`src/rtl/nearest_mean_sched.sv`:
```
// -----------------------------------------------------------------------------
// nearest_mean_sched
//
// Picks the byte lane of a 32-bit word (four LANE_W lanes) whose value is
// closest to the mean of the four lanes. Two requesters share one engine
// through a round-robin arbiter. A single abs-deviation/compare unit walks
// the lanes one per cycle.
//
//   IDLE -> SUM (1 cycle) -> EVAL (4 cycles, lane 0..3) -> DONE -> IDLE
//
// The mean comparison is done as |4*lane - sum|, which has the same ordering
// as |lane - mean| and needs no divider. Ties resolve to the lowest lane.
//
// Ports
//   clk, rst_n            clock, synchronous active-low reset
//   in_valid0/din0/in_ready0  requester 0 word handshake
//   in_valid1/din1/in_ready1  requester 1 word handshake
//   out_valid/out_ready   result handshake
//   result                winning lane index
//   result_id             requester that supplied the word
//   min_dev               winning |4*lane - sum|, only when the
//                         NEAREST_MEAN_DEV_OUT_EN macro is defined
// -----------------------------------------------------------------------------
module nearest_mean_sched #(
   parameter int LANE_W = 8
) (
   input  logic                clk,
   input  logic                rst_n,
   input  logic                in_valid0,
   input  logic [4*LANE_W-1:0] din0,
   output logic                in_ready0,
   input  logic                in_valid1,
   input  logic [4*LANE_W-1:0] din1,
   output logic                in_ready1,
   output logic                out_valid,
   input  logic                out_ready,
   output logic [1:0]          result,
   output logic                result_id
`ifdef NEAREST_MEAN_DEV_OUT_EN
   ,output logic [LANE_W+1:0]  min_dev
`endif
);

   localparam int WORD_W = 4 * LANE_W;
   localparam int SUM_W  = LANE_W + 2;
   localparam int DIFF_W = LANE_W + 3;

   typedef enum logic [1:0] {IDLE, SUM, EVAL, DONE} state_t;

   state_t              state_q, state_d;
   logic [1:0]          lane_q, lane_d;
   logic                prio_q, prio_d;      // requester favoured when both are valid
   logic [WORD_W-1:0]   word_q, word_d;
   logic [SUM_W-1:0]    sum_q, sum_d;
   logic [SUM_W-1:0]    min_q, min_d;
   logic [1:0]          idx_q, idx_d;
   logic                out_valid_q, out_valid_d;
   logic [1:0]          result_q, result_d;
   logic                result_id_q, result_id_d;
`ifdef NEAREST_MEAN_DEV_OUT_EN
   logic [SUM_W-1:0]    min_dev_q, min_dev_d;
`endif

   // Arbitration: a lone requester always wins; on contention the one
   // holding priority wins and priority then passes to the other side.
   logic grant_any, grant_id;
   assign grant_any = in_valid0 | in_valid1;
   assign grant_id  = (in_valid0 & in_valid1) ? prio_q : in_valid1;

   assign in_ready0 = (state_q == IDLE) & grant_any & ~grant_id;
   assign in_ready1 = (state_q == IDLE) & grant_any &  grant_id;

   // Shared deviation unit for the lane selected by lane_q.
   logic [LANE_W-1:0]        lane_val;
   logic signed [DIFF_W-1:0] diff, abs_full;
   logic [SUM_W-1:0]         dev;
   logic [SUM_W-1:0]         sum_acc;

   always_comb begin
      lane_val = word_q[int'(lane_q)*LANE_W +: LANE_W];
      diff     = $signed({1'b0, lane_val, 2'b00}) - $signed({1'b0, sum_q});
      abs_full = diff[DIFF_W-1] ? -diff : diff;
      dev      = abs_full[SUM_W-1:0];
      sum_acc  = '0;
      for (int i = 0; i < 4; i++) begin
         sum_acc = sum_acc + SUM_W'(word_q[i*LANE_W +: LANE_W]);
      end
   end

   always_comb begin
      // NOTE: every _d starts from its _q so no path leaves a value unassigned;
      // a missing default here would infer a latch.
      state_d     = state_q;
      lane_d      = lane_q;
      prio_d      = prio_q;
      word_d      = word_q;
      sum_d       = sum_q;
      min_d       = min_q;
      idx_d       = idx_q;
      out_valid_d = out_valid_q;
      result_d    = result_q;
      result_id_d = result_id_q;
`ifdef NEAREST_MEAN_DEV_OUT_EN
      min_dev_d   = min_dev_q;
`endif
      unique case (state_q)
         IDLE: begin
            if (grant_any) begin
               word_d      = grant_id ? din1 : din0;
               result_id_d = grant_id;
               prio_d      = ~grant_id;
               state_d     = SUM;
            end
         end
         SUM: begin
            sum_d   = sum_acc;
            lane_d  = 2'd0;
            state_d = EVAL;
         end
         EVAL: begin
            // Lane 0 seeds the running minimum; later lanes replace it only on
            // a strictly smaller deviation, so ties keep the lower index.
            if (lane_q == 2'd0 || dev < min_q) begin
               min_d = dev;
               idx_d = lane_q;
            end
            lane_d = lane_q + 2'd1;
            if (lane_q == 2'd3) begin
               result_d    = idx_d;
               out_valid_d = 1'b1;
`ifdef NEAREST_MEAN_DEV_OUT_EN
               min_dev_d   = min_d;
`endif
               state_d     = DONE;
            end
         end
         DONE: begin
            if (out_ready) begin
               out_valid_d = 1'b0;
               state_d     = IDLE;
            end
         end
         default: state_d = IDLE;
      endcase
   end

   // NOTE: state updates use non-blocking assignments so every flop samples
   // the pre-edge value of every other flop, independent of statement order.
   always_ff @(posedge clk) begin
      if (!rst_n) begin
         // NOTE: the datapath registers are reset too (not only control), so
         // a discarded job leaves nothing behind that could leak into the next.
         state_q     <= IDLE;
         lane_q      <= 2'd0;
         prio_q      <= 1'b0;
         word_q      <= '0;
         sum_q       <= '0;
         min_q       <= '0;
         idx_q       <= 2'd0;
         out_valid_q <= 1'b0;
         result_q    <= 2'd0;
         result_id_q <= 1'b0;
`ifdef NEAREST_MEAN_DEV_OUT_EN
         min_dev_q   <= '0;
`endif
      end else begin
         state_q     <= state_d;
         lane_q      <= lane_d;
         prio_q      <= prio_d;
         word_q      <= word_d;
         sum_q       <= sum_d;
         min_q       <= min_d;
         idx_q       <= idx_d;
         out_valid_q <= out_valid_d;
         result_q    <= result_d;
         result_id_q <= result_id_d;
`ifdef NEAREST_MEAN_DEV_OUT_EN
         min_dev_q   <= min_dev_d;
`endif
      end
   end

   assign out_valid = out_valid_q;
   assign result    = result_q;
   assign result_id = result_id_q;
`ifdef NEAREST_MEAN_DEV_OUT_EN
   assign min_dev   = min_dev_q;
`endif

endmodule

```
`config.mk`:
```
export PLATFORM = sky130hd
export DESIGN_NAME = nearest_mean_sched
export DESIGN_NICKNAME = d
export VERILOG_FILES = /design/src/rtl/nearest_mean_sched.sv
export SDC_FILE = /design/constraint.sdc
export NUM_CORES = 1
export LEC_CHECK = 0
export ABC_AREA = 1
export CORE_ASPECT_RATIO = 2
export CORE_MARGIN = 2
export CORE_UTILIZATION = 45
export CTS_CLUSTER_SIZE = 14
export DETAILED_ROUTE_END_ITERATION = 10
export PLACE_DENSITY = 0.69
export RECOVER_POWER = 25
export SLEW_MARGIN = 20
export SYNTH_ARGS = -nofsm -noshare
export SYNTH_HDL_FRONTEND = slang
export SYNTH_SLANG_ARGS = --single-unit
```
`constraint.sdc`:
```
create_clock -name clk -period 9.5 [get_ports clk]
set_input_delay 1.425 -clock clk [delete_from_list [all_inputs] [get_ports clk]]
set_output_delay 1.425 -clock clk [all_outputs]
set_load 0.03 [all_outputs]
```
==> results by group <==
Outcome
  • Outcome: complete, no violations

Placed design
  • DP Wirelength: roughly 9100 um
  • GPL Wtd Cong: between 0.9 and 1
  • Inst Count DP: roughly 830
  • Port Buffer Count: 74

Die
  • Die area: 10660 um2
  • Die span in x: around 74 um
  • Initial Util: 45.80%
  • Row cnt: about 50
  • Core Area: 9635 um2
  • Die H: 144.0 um
  • # IOs: between 70 and 80

Setup path
  • Slowest CP cell: clkdlybuf4s50_1
  • CP Buf/Inv Count: 4
  • RR Endpoint: min_q[4]
  • Startpoint Class: input pin
  • Reg2reg setup slack: about 4.7 ns
  • Crit. End Element: output port
  • R2r startpoint: lane_q[0]
  • Max FO, Critical Path: 35
  • CP Data Arrival Time: 3.54 ns
  • Cell-by-cell trace of the critical path: clkdlybuf4s50_1 > nor2_1 > nor2_1 > inv_2 > nor2_2 > buf_4 > clkdlybuf4s50_1
  • Critical path class: input pin to output port
  • R2R depth: 22
  • Worst Path Required: between 8 and 9 ns
  • Slowest stage delay, CP: approximately 0.74 ns
  • Top delay family on crit path: buffers and inverters
  • CP Launch Point: in_valid0

Timing
  • Slew @ Worst Pin: approximately 1.4 ns
  • Layout Skew: ~0.005 ns
  • Final setup TNS: 0 ns
  • Max Clock Freq: slightly above 200 MHz
  • Period Utilization, post-route: roughly 52%
  • RSZ-0062 raised after global routing: false
  • Slew HR: 5.739%
  • Period minus WS final: ~5.0 ns
  • Endpoints failing hold: 0
  • Final setup fails: 0
  • Fin. max-slew vios: 0

Synth
  • Syn Area/Cell: between 6 and 7 um2
  • Mapped Cells: about 650
  • Top cells by count, synth: 197 x nand2_1, 86 x inv_1, 63 x dfxtp_1
  • Synth area leader: dfxtp_1
  • Sequential area share after synthesis: 28.58%
  • Largest cells by area after synthesis: dfxtp_1 29%, nand2_1 17%, ha_1 9.4%
  • Share of synthesized cell area in and, or, nand and nor gates: a little over a quarter
  • Primary FF master, synth: dfxtp_1
  • Synth Area in Compound Gates: 15.17%
  • Adder-Cell Fraction of Synth Area: approximately 17%
  • Area share of the largest cell type after synthesis: roughly 29%
  • Post-synthesis cell type count: 34
  • Largest family of logic cells by synthesized area: simple AND/OR/NAND/NOR gates
  • Syn nets: around 770
  • Count leader, synth: nand2_1
  • Syn. warnings: 0
  • Cell Area, Synth: between 4000 and 5000 um2
  • Asr flop ratio synth: 0%
  • Yosys reg bits: 63
  • Post-synthesis xor/xnor area fraction: about 2.2%
  • Post-synth EDFFs: 0
  • Post-synthesis mux area share: 0%

Clocking
  • H-Tree Depth: 3
  • Clk slew on worst S/H paths: approximately 0.05 ns
  • Hold buffers post-CTS: 0
  • Clock buffer count from CTS: 9
  • CTS tree: yes
  • Postcts setup bufs: 0
  • Resized cells post-CTS: 0
  • CTS root buf: clkbuf_16
  • Clock sink count: 63
  • Worst skew pair latency: 0.34 ns
  • Clock Path Buffers: 2

Drt
  • First-pass DRT Iterations: 4
  • DRT antenna net count: 0
  • Routed wire length per instance: ~13 um
  • Via/cell ratio: roughly 5.0
  • Final wirelength: ~11000 um
  • DRT iter0 DRCs: between 150 and 200
  • # DRC: 0
  • Vias: 4245

Global routing
  • Total grt overflow: 0
  • Vias in the first global route: roughly 4400
  • Number of antenna violations at the first check in global routing: 0
  • GRT Overall Usage: between 20% and 30%
  • First-pass GRT wire length: 18870 um
  • Pin count of the biggest net entering global routing: 38

Hold path
  • Hold Path Sink: result_id
  • Hold Crit Class: register to register
  • Hold path depth: 2
  • Hold Path Origin: result_id

Job
  • Max_cap viols: 0

Final layout
  • # fillers: between 900 and 1000
  • Share of layout cells above drive strength 1: 5.160%
  • Nets: between 800 and 900
  • Footprint of the multi-input gates: around 2700 um2
  • Area occupied by registers: about 1300 um2
  • Layout area overhead: 25.91%
  • Ant. Diodes: 0
  • Final std cells w/o fill: approximately 850
area by class of cell:
cell class	instances	share of cell area, %
well taps	132	2.972
clock inverters	6	1.959
inverters	92	6.215
clock buffers	10	4.121
flip-flops and latches	63	22.70
multi-input cells	470	48.55
repair buffers	76	13.49
worst max path at each step:
stage	to	slack, ns	depth (start not counted)
2_1_floorplan	in_ready0	5.93	5
3_5_place_dp	in_ready0	4.52	7
6_report	in_ready0	4.54	7
4_1_cts	in_ready0	4.52	7
5_1_grt	min_q[3]	4.10	22
3_3_place_gp	in_ready0	4.56	7
cells by family after synthesis:
| logic type | Yosys count |
|---|---|
| xor+xnor | 10 |
| flops | 63 |
| compound gates | 120 |
| fa+ha+maj | 49 |
| buf+inv | 115 |
| simple gates | 291 |
routing by layer:
metal | track usage (%) | routed length (um) | share of wire (%) | up-vias
met3 | 4.530 | 367 | 3.2 | 30
met1 | 20.18 | 3848 | 34 | 1925
met2 | 46.71 | 6703 | 59 | 90
li1 | - | - | - | 2200
met4 | 11.77 | 485 | 4.3 | 0
met5 | 0 | 0 | 0 | -
stage by stage:
| step | util, % | cell area (um2) | setup WS (ns) | hold slack, ns |
|---|---|---|---|---|
| floorplan | - | 4413 | 5.928 | 0.4303 |
| global placement | 54.23 | 5225 | 4.559 | 0.4435 |
| detailed placement | 54.23 | 5225 | 4.524 | 0.4567 |
| CTS | 57.73 | 5563 | 4.519 | 0.4655 |
| global route | 57.67 | 5557 | 4.100 | 0.4919 |
| finish | 57.67 | 5557 | 4.539 | 0.4678 |
registers in the layout, summed over array words and instances (netlist names):
signal	flops
idx_q	2
lane_q	2
min_q	10
out_valid	1
prio_q	1
result	2
result_id	1
state_q	2
sum_q	10
word_q	32
placed cells by master (no fill, tap or decap), types with 2 or more instances in the layout:
cell,n
nand2_1,197
inv_1,87
clkdlybuf4s50_1,69
dfxtp_1,63
nor2_1,42
a21oi_1,41
o21ai_0,38
ha_1,33
nand3_1,32
a31oi_1,22
fa_1,16
o22ai_1,9
clkbuf_16,9
nand2_2,7
nand3b_1,7
xor2_1,7
inv_2,5
dlygate4sd3_1,4
a211oi_1,3
bufinv_16,3
nand4_1,2
nor2_2,2
xnor2_1,2
clkinv_2,2
clkbuf_1,2
buf_4,2
worst reg2reg max path: cells and delay by family (launching register included):
kind / cells / cell delay (ns)
AO/OA/AOI/OAI: 5 / 1.28
adder cells (fa/ha/maj): 2 / 0.65
buffers and inverters: 3 / 0.70
flip-flops: 1 / 0.74
AND/OR/NAND/NOR: 12 / 1.33
Power is left out: the tool's default activity adds up to more than one toggle a clock period on the data nets, which glitch-free logic cannot reach.
